<file path="src/rtl/icache_refill_unit_if.sv">
// rtl/icache_refill_unit_if.sv - refill unit bus bundle: miss/redirect in, memory burst, array writes, resume out
// Ports (master = refill unit, slave = tag stage / memory / arrays):
//   miss_valid, miss_pc                       tag-stage miss report
//   wb_do_branch, wb_branch_target,
//   wb_icache_invalidate                      writeback redirect / invalidate
//   mem_req_valid/ready/addr, mem_rsp_valid/data   line read request and in-order response words
//   data_wr_*                                 data array write port
//   tag_wr_*                                  tag array write port
//   resume_fetch, resume_pc, busy             fetch restart and status
interface icache_refill_unit_if #(
  parameter int NUM_SETS   = 64,
  parameter int NUM_WAYS   = 2,
  parameter int LINE_WORDS = 8,
  parameter int ADDR_W     = 32
);
  localparam int OFF_W  = $clog2(LINE_WORDS * 4);
  localparam int SET_W  = $clog2(NUM_SETS);
  localparam int TAG_W  = ADDR_W - SET_W - OFF_W;
  localparam int WORD_W = $clog2(LINE_WORDS);
  localparam int WAY_W  = (NUM_WAYS > 1) ? $clog2(NUM_WAYS) : 1;

  logic              miss_valid;
  logic [ADDR_W-1:0] miss_pc;
  logic              wb_do_branch;
  logic [ADDR_W-1:0] wb_branch_target;
  logic              wb_icache_invalidate;
  logic              mem_req_valid;
  logic              mem_req_ready;
  logic [ADDR_W-1:0] mem_req_addr;
  logic              mem_rsp_valid;
  logic [31:0]       mem_rsp_data;
  logic              data_wr_en;
  logic [SET_W-1:0]  data_wr_set;
  logic [WAY_W-1:0]  data_wr_way;
  logic [WORD_W-1:0] data_wr_word;
  logic [31:0]       data_wr_data;
  logic              tag_wr_en;
  logic [SET_W-1:0]  tag_wr_set;
  logic [NUM_WAYS-1:0] tag_wr_way_mask;
  logic [TAG_W-1:0]  tag_wr_tag;
  logic              tag_wr_valid;
  logic              resume_fetch;
  logic [ADDR_W-1:0] resume_pc;
  logic              busy;

  modport master (
    input  miss_valid, miss_pc, wb_do_branch, wb_branch_target, wb_icache_invalidate,
    input  mem_req_ready, mem_rsp_valid, mem_rsp_data,
    output mem_req_valid, mem_req_addr,
    output data_wr_en, data_wr_set, data_wr_way, data_wr_word, data_wr_data,
    output tag_wr_en, tag_wr_set, tag_wr_way_mask, tag_wr_tag, tag_wr_valid,
    output resume_fetch, resume_pc, busy
  );

  modport slave (
    output miss_valid, miss_pc, wb_do_branch, wb_branch_target, wb_icache_invalidate,
    output mem_req_ready, mem_rsp_valid, mem_rsp_data,
    input  mem_req_valid, mem_req_addr,
    input  data_wr_en, data_wr_set, data_wr_way, data_wr_word, data_wr_data,
    input  tag_wr_en, tag_wr_set, tag_wr_way_mask, tag_wr_tag, tag_wr_valid,
    input  resume_fetch, resume_pc, busy
  );
endinterface

</file>
<file path="src/rtl/icache_refill_unit.sv">
// rtl/icache_refill_unit.sv - I-cache miss/refill controller with invalidate sweep and fetch resume
// Ports:
//   i_clk  clock
//   i_rst  synchronous reset, active-high
//   bus    icache_refill_unit_if.master (miss/redirect in, memory request/response,
//          data/tag array write ports, resume_fetch/resume_pc/busy)
module icache_refill_unit #(
  parameter int NUM_SETS   = 64,
  parameter int NUM_WAYS   = 2,
  parameter int LINE_WORDS = 8,
  parameter int ADDR_W     = 32,
  parameter logic [ADDR_W-1:0] RESET_PC = '0
) (
  input  logic i_clk,
  input  logic i_rst,
  icache_refill_unit_if.master bus
);
  localparam int OFF_W  = $clog2(LINE_WORDS * 4);
  localparam int SET_W  = $clog2(NUM_SETS);
  localparam int TAG_W  = ADDR_W - SET_W - OFF_W;
  localparam int WORD_W = $clog2(LINE_WORDS);
  localparam int WAY_W  = (NUM_WAYS > 1) ? $clog2(NUM_WAYS) : 1;

  typedef enum logic [2:0] {S_SWEEP, S_IDLE, S_REQ, S_FILL, S_RESUME} state_t;

  state_t              r_state;
  logic [SET_W-1:0]    r_set_ctr;
  logic [WORD_W-1:0]   r_word_ctr;
  logic [WAY_W-1:0]    r_victim;
  logic [WAY_W-1:0]    r_way;
  logic [SET_W-1:0]    r_set;
  logic [TAG_W-1:0]    r_tag;
  logic [ADDR_W-1:0]   r_target;
  logic                r_pend_inv;
  // Redirect seen in RESUME, replayed by IDLE on the following cycle.
  logic                r_pend_br;
  logic                r_pend_br_inv;

  logic                r_mem_req_valid;
  logic [ADDR_W-1:0]   r_mem_req_addr;
  logic                r_data_wr_en;
  logic [SET_W-1:0]    r_data_wr_set;
  logic [WAY_W-1:0]    r_data_wr_way;
  logic [WORD_W-1:0]   r_data_wr_word;
  logic [31:0]         r_data_wr_data;
  logic                r_tag_wr_en;
  logic [SET_W-1:0]    r_tag_wr_set;
  logic [NUM_WAYS-1:0] r_tag_wr_way_mask;
  logic [TAG_W-1:0]    r_tag_wr_tag;
  logic                r_tag_wr_valid;
  logic                r_resume_fetch;
  logic [ADDR_W-1:0]   r_resume_pc;

  logic                w_redirect;
  logic                w_inv;
  logic                w_idle_br;
  logic                w_idle_inv;
  logic [WAY_W-1:0]    w_victim_next;
  logic                w_last_word;

  assign w_redirect    = bus.wb_do_branch;
  assign w_inv         = bus.wb_do_branch & bus.wb_icache_invalidate;
  assign w_idle_br     = w_redirect | r_pend_br;
  assign w_idle_inv    = w_redirect ? w_inv : (r_pend_br & r_pend_br_inv);
  assign w_victim_next = (NUM_WAYS == 1) ? '0 : WAY_W'(r_victim + 1'b1);
  assign w_last_word   = (r_word_ctr == WORD_W'(LINE_WORDS - 1));

  always_ff @(posedge i_clk) begin
    if (i_rst) begin
      r_state           <= S_SWEEP;
      r_set_ctr         <= '0;
      r_word_ctr        <= '0;
      r_victim          <= '0;
      r_way             <= '0;
      r_set             <= '0;
      r_tag             <= '0;
      r_target          <= RESET_PC;
      r_pend_inv        <= 1'b0;
      r_pend_br         <= 1'b0;
      r_pend_br_inv     <= 1'b0;
      r_mem_req_valid   <= 1'b0;
      r_mem_req_addr    <= '0;
      r_data_wr_en      <= 1'b0;
      r_data_wr_set     <= '0;
      r_data_wr_way     <= '0;
      r_data_wr_word    <= '0;
      r_data_wr_data    <= '0;
      r_tag_wr_en       <= 1'b0;
      r_tag_wr_set      <= '0;
      r_tag_wr_way_mask <= '0;
      r_tag_wr_tag      <= '0;
      r_tag_wr_valid    <= 1'b0;
      r_resume_fetch    <= 1'b0;
      r_resume_pc       <= '0;
    end else begin
      r_data_wr_en   <= 1'b0;
      r_tag_wr_en    <= 1'b0;
      r_resume_fetch <= 1'b0;

      case (r_state)
        S_SWEEP: begin
          r_tag_wr_en       <= 1'b1;
          r_tag_wr_set      <= r_set_ctr;
          r_tag_wr_way_mask <= '1;
          r_tag_wr_tag      <= '0;
          r_tag_wr_valid    <= 1'b0;
          if (w_redirect) r_target <= bus.wb_branch_target;
          // A fresh invalidate restarts the sweep so every set is cleared after it.
          if (w_inv) begin
            r_set_ctr <= '0;
          end else if (r_set_ctr == SET_W'(NUM_SETS - 1)) begin
            r_set_ctr <= '0;
            r_state   <= S_RESUME;
          end else begin
            r_set_ctr <= r_set_ctr + 1'b1;
          end
        end

        S_IDLE: begin
          r_pend_br     <= 1'b0;
          r_pend_br_inv <= 1'b0;
          if (w_redirect) r_target <= bus.wb_branch_target;
          if (w_idle_br && w_idle_inv) begin
            r_pend_inv <= 1'b0;
            r_set_ctr  <= '0;
            r_state    <= S_SWEEP;
          end else if (w_idle_br) begin
            // Miss belongs to the wrong path; drop it.
            r_state <= S_IDLE;
          end else if (bus.miss_valid) begin
            r_set           <= bus.miss_pc[OFF_W +: SET_W];
            r_tag           <= bus.miss_pc[ADDR_W-1 -: TAG_W];
            r_way           <= r_victim;
            r_target        <= bus.miss_pc;
            r_mem_req_valid <= 1'b1;
            r_mem_req_addr  <= {bus.miss_pc[ADDR_W-1:OFF_W], {OFF_W{1'b0}}};
            r_state         <= S_REQ;
          end
        end

        S_REQ: begin
          if (w_redirect) r_target <= bus.wb_branch_target;
          if (w_inv) r_pend_inv <= 1'b1;
          // mem_req_valid is already high in this state, so ready completes the handshake.
          if (bus.mem_req_ready) begin
            r_mem_req_valid <= 1'b0;
            r_word_ctr      <= '0;
            r_state         <= S_FILL;
          end
        end

        S_FILL: begin
          if (w_redirect) r_target <= bus.wb_branch_target;
          if (w_inv) r_pend_inv <= 1'b1;
          if (bus.mem_rsp_valid) begin
            r_data_wr_en   <= 1'b1;
            r_data_wr_set  <= r_set;
            r_data_wr_way  <= r_way;
            r_data_wr_word <= r_word_ctr;
            r_data_wr_data <= bus.mem_rsp_data;
            r_word_ctr     <= r_word_ctr + 1'b1;
            if (w_last_word) begin
              r_tag_wr_en       <= 1'b1;
              r_tag_wr_set      <= r_set;
              r_tag_wr_way_mask <= NUM_WAYS'(1) << r_way;
              r_tag_wr_tag      <= r_tag;
              r_tag_wr_valid    <= 1'b1;
              r_victim          <= w_victim_next;
              // Invalidate seen during the refill sweeps first, wiping the line just filled.
              if (r_pend_inv || w_inv) begin
                r_pend_inv <= 1'b0;
                r_set_ctr  <= '0;
                r_state    <= S_SWEEP;
              end else begin
                r_state <= S_RESUME;
              end
            end
          end
        end

        S_RESUME: begin
          r_resume_fetch <= 1'b1;
          r_resume_pc    <= r_target;
          r_state        <= S_IDLE;
          if (w_redirect) begin
            r_target      <= bus.wb_branch_target;
            r_pend_br     <= 1'b1;
            r_pend_br_inv <= w_inv;
          end
        end

        default: r_state <= S_IDLE;
      endcase
    end
  end

  assign bus.mem_req_valid   = r_mem_req_valid;
  assign bus.mem_req_addr    = r_mem_req_addr;
  assign bus.data_wr_en      = r_data_wr_en;
  assign bus.data_wr_set     = r_data_wr_set;
  assign bus.data_wr_way     = r_data_wr_way;
  assign bus.data_wr_word    = r_data_wr_word;
  assign bus.data_wr_data    = r_data_wr_data;
  assign bus.tag_wr_en       = r_tag_wr_en;
  assign bus.tag_wr_set      = r_tag_wr_set;
  assign bus.tag_wr_way_mask = r_tag_wr_way_mask;
  assign bus.tag_wr_tag      = r_tag_wr_tag;
  assign bus.tag_wr_valid    = r_tag_wr_valid;
  assign bus.resume_fetch    = r_resume_fetch;
  assign bus.resume_pc       = r_resume_pc;
  assign bus.busy            = (r_state != S_IDLE);
endmodule
</file>
<file path="src/flat_wrapper.sv">
// flat-port wrapper written by rule: the top's interface ports become plain ports
module icache_refill_unit_flat 
#(
  parameter int NUM_SETS   = 64,
  parameter int NUM_WAYS   = 2,
  parameter int LINE_WORDS = 8,
  parameter int ADDR_W     = 32,
  parameter logic [ADDR_W-1:0] RESET_PC = '0
)
  (i_clk, i_rst, bus_miss_valid, bus_miss_pc, bus_wb_do_branch, bus_wb_branch_target, bus_wb_icache_invalidate, bus_mem_req_ready, bus_mem_rsp_valid, bus_mem_rsp_data, bus_mem_req_valid, bus_mem_req_addr, bus_data_wr_en, bus_data_wr_set, bus_data_wr_way, bus_data_wr_word, bus_data_wr_data, bus_tag_wr_en, bus_tag_wr_set, bus_tag_wr_way_mask, bus_tag_wr_tag, bus_tag_wr_valid, bus_resume_fetch, bus_resume_pc, bus_busy);
  icache_refill_unit_if #(.NUM_SETS(NUM_SETS), .NUM_WAYS(NUM_WAYS), .LINE_WORDS(LINE_WORDS), .ADDR_W(ADDR_W)) bus_i ();
  input  logic i_clk;
  input  logic i_rst;
  input wire logic [$bits(bus_i.miss_valid)-1:0] bus_miss_valid;
  input wire logic [$bits(bus_i.miss_pc)-1:0] bus_miss_pc;
  input wire logic [$bits(bus_i.wb_do_branch)-1:0] bus_wb_do_branch;
  input wire logic [$bits(bus_i.wb_branch_target)-1:0] bus_wb_branch_target;
  input wire logic [$bits(bus_i.wb_icache_invalidate)-1:0] bus_wb_icache_invalidate;
  input wire logic [$bits(bus_i.mem_req_ready)-1:0] bus_mem_req_ready;
  input wire logic [$bits(bus_i.mem_rsp_valid)-1:0] bus_mem_rsp_valid;
  input wire logic [$bits(bus_i.mem_rsp_data)-1:0] bus_mem_rsp_data;
  output wire logic [$bits(bus_i.mem_req_valid)-1:0] bus_mem_req_valid;
  output wire logic [$bits(bus_i.mem_req_addr)-1:0] bus_mem_req_addr;
  output wire logic [$bits(bus_i.data_wr_en)-1:0] bus_data_wr_en;
  output wire logic [$bits(bus_i.data_wr_set)-1:0] bus_data_wr_set;
  output wire logic [$bits(bus_i.data_wr_way)-1:0] bus_data_wr_way;
  output wire logic [$bits(bus_i.data_wr_word)-1:0] bus_data_wr_word;
  output wire logic [$bits(bus_i.data_wr_data)-1:0] bus_data_wr_data;
  output wire logic [$bits(bus_i.tag_wr_en)-1:0] bus_tag_wr_en;
  output wire logic [$bits(bus_i.tag_wr_set)-1:0] bus_tag_wr_set;
  output wire logic [$bits(bus_i.tag_wr_way_mask)-1:0] bus_tag_wr_way_mask;
  output wire logic [$bits(bus_i.tag_wr_tag)-1:0] bus_tag_wr_tag;
  output wire logic [$bits(bus_i.tag_wr_valid)-1:0] bus_tag_wr_valid;
  output wire logic [$bits(bus_i.resume_fetch)-1:0] bus_resume_fetch;
  output wire logic [$bits(bus_i.resume_pc)-1:0] bus_resume_pc;
  output wire logic [$bits(bus_i.busy)-1:0] bus_busy;
  assign bus_i.miss_valid = bus_miss_valid;
  assign bus_i.miss_pc = bus_miss_pc;
  assign bus_i.wb_do_branch = bus_wb_do_branch;
  assign bus_i.wb_branch_target = bus_wb_branch_target;
  assign bus_i.wb_icache_invalidate = bus_wb_icache_invalidate;
  assign bus_i.mem_req_ready = bus_mem_req_ready;
  assign bus_i.mem_rsp_valid = bus_mem_rsp_valid;
  assign bus_i.mem_rsp_data = bus_mem_rsp_data;
  assign bus_mem_req_valid = bus_i.mem_req_valid;
  assign bus_mem_req_addr = bus_i.mem_req_addr;
  assign bus_data_wr_en = bus_i.data_wr_en;
  assign bus_data_wr_set = bus_i.data_wr_set;
  assign bus_data_wr_way = bus_i.data_wr_way;
  assign bus_data_wr_word = bus_i.data_wr_word;
  assign bus_data_wr_data = bus_i.data_wr_data;
  assign bus_tag_wr_en = bus_i.tag_wr_en;
  assign bus_tag_wr_set = bus_i.tag_wr_set;
  assign bus_tag_wr_way_mask = bus_i.tag_wr_way_mask;
  assign bus_tag_wr_tag = bus_i.tag_wr_tag;
  assign bus_tag_wr_valid = bus_i.tag_wr_valid;
  assign bus_resume_fetch = bus_i.resume_fetch;
  assign bus_resume_pc = bus_i.resume_pc;
  assign bus_busy = bus_i.busy;
  icache_refill_unit #(.NUM_SETS(NUM_SETS), .NUM_WAYS(NUM_WAYS), .LINE_WORDS(LINE_WORDS), .ADDR_W(ADDR_W), .RESET_PC(RESET_PC)) u_core (.i_clk(i_clk), .i_rst(i_rst), .bus(bus_i));
endmodule
</file>
<file path="config.mk">
export PLATFORM = sky130hd
export DESIGN_NAME = icache_refill_unit_flat
export DESIGN_NICKNAME = d
export VERILOG_FILES = /design/src/rtl/icache_refill_unit_if.sv /design/src/rtl/icache_refill_unit.sv /design/src/flat_wrapper.sv
export SDC_FILE = /design/constraint.sdc
export NUM_CORES = 1
export LEC_CHECK = 0
export ABC_AREA = 1
export ABC_CLOCK_PERIOD_IN_PS = 1900
export CORE_MARGIN = 5
export CORE_UTILIZATION = 40
export CTS_CLUSTER_DIAMETER = 120
export CTS_CLUSTER_SIZE = 8
export DETAILED_ROUTE_END_ITERATION = 16
export GPL_TIMING_DRIVEN = 0
export PLACE_DENSITY_LB_ADDON = 0.12
export SKIP_LAST_GASP = 1
export SLEW_MARGIN = 20
export SYNTH_ARGS = -nofsm -noshare
export SYNTH_HDL_FRONTEND = slang
export SYNTH_SLANG_ARGS = --single-unit
</file>
<file path="constraint.sdc">
create_clock -name i_clk -period 1.9 [get_ports i_clk]
set_input_delay 0.38 -clock i_clk [delete_from_list [all_inputs] [get_ports i_clk]]
set_output_delay 0.38 -clock i_clk [all_outputs]
set_load 0.02 [all_outputs]
</file>
== After elaboration in Yosys (flattened, before gate mapping) ==
Cells that the tools add are included.

* Bits in registers: 211
* Bits of input ports: 103
* Output and inout bits: 141
* Word-level logic and storage cells: 134

* $add $sub $neg: 3
* Equality and inequality tests: 19
* Shifts and indexed selects: 1
* Multiplexer cells: 58
* Bitwise gates (word level): 6
* Reductions and logical operators: 22

{| class="wikitable"
|+ Operators with widths
! operator !! count
|-
| two-way mux 32 bit || 4
|-
| case mux 32 bit (2 select lines) || 1
|-
| two-way mux 6 bit || 8
|-
| two-way mux 21 bit || 2
|-
| case mux 21 bit (2 select lines) || 1
|-
| two-way mux 3 bit || 11
|-
| two-way mux 1 bit || 18
|-
| case mux 6 bit (3 select lines) || 1
|-
| inequality test 2 bit (second input constant) || 7
|-
| case mux 3 bit (4 select lines) || 1
|-
| case mux 6 bit (2 select lines) || 1
|-
| case mux 1 bit (2 select lines) || 5
|-
| AND reduction 5 bit || 2
|-
| nonzero test 2 bit || 5
|-
| AND reduction 3 bit || 3
|-
| inequality test 2 x 1 -> 1 bit (second input constant) || 4
|-
| adder 6 x 1 -> 6 bit (second input constant) || 1
|-
| == test 3 x 2 -> 1 bit (second input constant) || 2
|-
| == test 3 bit (second input constant) || 2
|-
| == test 6 bit (second input constant) || 1
|-
| case mux 3 bit (2 select lines) || 1
|-
| AND reduction 2 bit || 3
|-
| AND reduction 6 bit || 1
|-
| nonzero test 3 bit || 2
|-
| 18 further kinds || 22
|}

== Logic depth before layout (Yosys ltp) ==
* Depth after elaboration: 6
* Mapped depth: 10
* Gate-level depth less buffers: 10

== Worst setup path after synthesis ==
No wires, ideal clock.

* Path type: reg-to-reg
* Start: register u_core.r_word_ctr[0]
* End: register u_core.r_set_ctr[0]
* Setup time: 0.116 ns
* Arrival time: 1.367 ns
* Required time: 1.784 ns
* Slack: 0.417 ns
* Stages on the path, launching flop included: 10
* Buffers on the path: 0
* Clock period less this slack: 1.483 ns
* Cells stage by stage: dfxtp_1 -> ha_1 -> ha_1 -> nand2_1 -> nand2_1 -> nand2_1 -> nor2_1 -> nand2_1 -> o21ai_0 -> nor2_1

* Longest elaborated chain between the ends: 3

{| class="wikitable"
|+ Ends and longest elaborated chain
! what !! RTL line !! text
|-
| start: declaration || icache_refill_unit.sv:28 || <nowiki>logic [WORD_W-1:0] r_word_ctr;</nowiki>
|-
| start signal: assignment || icache_refill_unit.sv:161 || <nowiki>r_word_ctr <= r_word_ctr + 1'b1;</nowiki>
|-
| == test 3 bit || icache_refill_unit.sv:66 || <nowiki>assign w_last_word = (r_word_ctr == WORD_W'(LINE_WORDS - 1));</nowiki>
|-
| inequality test 2 x 1 -> 1 bit (no source line) || n/a ||
|-
| AND reduction 5 bit (no source line) || n/a ||
|-
| end signal: assignment || icache_refill_unit.sv:115 || <nowiki>r_set_ctr <= r_set_ctr + 1'b1;</nowiki>
|-
| end: declaration || icache_refill_unit.sv:27 || <nowiki>logic [SET_W-1:0] r_set_ctr;</nowiki>
|}

Every way passes these cells.
A chain may end at the register's enable or synchronous reset.

==> results.md <==
* Final instance area at approximately 11000 um^2
* Commonest cells after routing, fill and taps aside: 238 x nor2_1, 231 x clkdlybuf4s50_1, 184 x dfxtp_1, 164 x o21ai_0, 154 x nand2_1
* Diodes inserted at 0
* IO buf count at 237
* Sequential cell area at 3680 um^2
* Clk root buf: clkbuf_16
* First-pass GRT wire length at around 40000 um
* Synth Cell Area at around 7500 um^2
* Synthesis Warnings at 0
* CTS HTree Levels at 4
* Main combinational cell family by area after synthesis: simple AND/OR/NAND/NOR gates
* Final Non-Filler Cells at ~1500
* CP max FO at 4
* Tcrit/Tclk final at a little over nine tenths
* Leak at 4.56 nW
* Simple-gate area share of the yosys netlist at 26.1%
* Number of vias per cell at between 5 and 6
* Cts hold-fix bufs at 0
* Setup violators final at 0
* Antenna viol nets, final at 0
* XOR/XNOR share of the synthesized area at 0%
* Max cap viols at 0
* Most common cell after layout, fill and taps aside: nor2_1
* Clk_lat worst skew at 430 ps
* CP top delay family: buffers and inverters
* Run status: finished clean
* Post-Route Utilization at between 50% and 60%
* Ports at 244
* Tmin final at 1830 ps
* Clk buf depth at 2
* 1st-pass router iterations at 7
* Drt drc at 0
* Reg clk slew, reported paths at about 70 ps
* GP Congestion at 0.925
* Worst Clk Skew at around 12 ps
* Crit path largest cell delay at between 600 and 700 ps
* Net Sw Frac at roughly a third
* HP Class: in -> reg
* Area grow syn2layout at 44.1%
* Worst-path cell chain: clkdlybuf4s50_1
* Seq/Total Area, Yosys at roughly half
* CTS tree: done
* Post-synthesis mux area share at 0%
* Crit. End Element: output port
* F_max at around 550 MHz
* Post-DP Area at about 10000 um^2
* Inst Count DP at around 1500
* Gr usage total at a little under a quarter
* Nets at 1391
* Setup bufs post-CTS at 0
* Slew @ Worst Pin at 651 ps
* Initial core utilization at roughly 40%
* Number of CTS-inserted buffers at 17
* Kind of critical path: reg -> out
* Gate power share at 24.2%
* DIE AREA at 21600 um^2
* GR Overflow Total at 0
* Worst IR Drop VDD at around 0.00070 V
* Seq pwr share at between 40% and 50%
* Routed WL at roughly 26000 um
* Iter 0 DRT Violations at 416
* Largest net degree at the start of global routing at 19
* RSZ-0062 raised after global routing: true
* Synth unique cells at 33
* Core box area at approximately 19000 um^2
* Slew Limit Fails at 0
* Fillers at approximately 1800
* Synth Register Bits at between 150 and 200
* HPWL Detailed at between 15000 and 20000 um
* Pwr/cell area at roughly 1000 nW/um^2
* Drt wl/cell at 16.9 um
* Internal power at 7.48 mW
* Multi-input gate area at around 3300 um^2
* Clock Power Share at 33.7%
* Setup_tns at 0 ps
* CP Launch Type: flip-flop
* Fraction of layout cells with a size suffix above 1 at between 6 and 7%
* Synth Area in Adders at less than 1%
* Cells after Synth at 1024
* Fin. Hold Viols at 0
* Row Count at 50
* CP max stage cell: clkdlybuf4s50_1
* Die Span X at 147 um
* Compound-gate portion of the synthesized area at about 18%
* Slew HR at a little under three fifths
* Crit path DAT at 1450 ps
* Crit path required time at 1520 ps
* Num Clock Sinks at roughly 180
* Net Sw Power at between 3 and 4 mW
* Initial antenna violation count at 2
* Vias in the first global route at ~7600
* DR vias at approximately 7700
* Height of the die at roughly 150 um
* Buf+Inv Stages, Crit Path at 1
* Syn avg cell area at between 7 and 8 um^2
-- power groups by stage --
stage	clock network, mW	logic (mW)	registers [mW]
floorplan	0	0.988	5.04
global placement	0	2.61	4.67
detailed placement	0	2.63	4.69
CTS	3.75	2.65	4.60
global route	3.91	2.87	4.67
finish	3.69	2.65	4.61
-- layer usage --
metal | share of wire [%] | track usage, %
met5 | 0.10 | 0
met4 | 1.1 | 4.94
met3 | 9.1 | 8.54
met2 | 45 | 37.8
met1 | 44 | 30.1
-- flip-flops by register name, summed over array words and instances (netlist names), 2 cells and up --
signal                      cells
u_core.bus.resume_pc           32
u_core.r_word_ctr               3
u_core.bus.tag_wr_set           6
u_core.bus.data_wr_data        32
u_core.bus.data_wr_set          6
u_core.bus.data_wr_word         3
u_core.bus.mem_req_addr         2
u_core.bus.tag_wr_tag          21
u_core.r_set_ctr                6
u_core.bus.tag_wr_way_mask      2
u_core.r_tag                   20
u_core.r_state                  3
u_core.r_target                32
u_core.r_set                    5
-- stage by stage --
stage	setup WS [ps]	hold WS, ps	power, mW
2_1_floorplan	417	423	6.03
3_3_place_gp	-343	437	7.28
3_5_place_dp	-363	446	7.32
4_1_cts	-59.6	358	11.0
5_1_grt	-11.6	398	11.4
6_report	65.1	369	10.9
-- cells in the mapped netlist, drive strengths merged --
cell / n / area share (%)
o31ai: 1 / 0.10
nor3: 3 / 0.35
nand2: 160 / 8.2
nand4: 2 / 0.37
nor2: 243 / 13
o21ai: 181 / 12
o22ai: 1 / 0.27
dfxtp: 184 / 49
conb: 1 / 0.050
ha: 4 / 0.67
buf: 34 / 3.1
o2111ai: 1 / 0.12
clkinv: 1 / 0.050
clkbuf: 42 / 2.1
a21oi: 74 / 5.0
nand3: 65 / 4.5
inv: 25 / 1.3
or2: 2 / 0.17
-- worst paths after layout --
kind                           from                        to  slack, ps  depth (start not counted)
hold / removal                i_rst     u_core.bus.data_wr_en        370                          2
setup reg to reg  u_core.r_state[0]  u_core.bus.resume_pc[30]        160                          8
hold reg to reg     u_core.r_victim           u_core.r_victim        460                          1
setup / recovery    u_core.r_set[0]       bus_mem_req_addr[5]         70                          1
-- area by class of cell --
type	instances	area share [%]
Tap cell	234	2.71
Inverter	26	0.950
Timing Repair Buffer	237	22.0
Clock buffer	17	3.94
Multi-Input combinational cell	742	31.0
Clock inverter	15	1.67
Buffer	76	3.65
Sequential cell	184	34.1
-- timing repair --
| action | CTS | global route |
|---|---|---|
| endpoints found under the setup margin | 2 | 39 |
| gates resized for setup | 3 | 19 |
| gates cloned | 0 | 0 |
-- kinds of logic (layout without fill, tap and decap cells) --
group	after synthesis	after routing
compound gates	258	258
other cells	1	5
fa+ha+maj	4	4
simple gates	475	475
buf+inv	102	371
flops	184	184
Note: power is estimated with default switching activity, not from simulation.
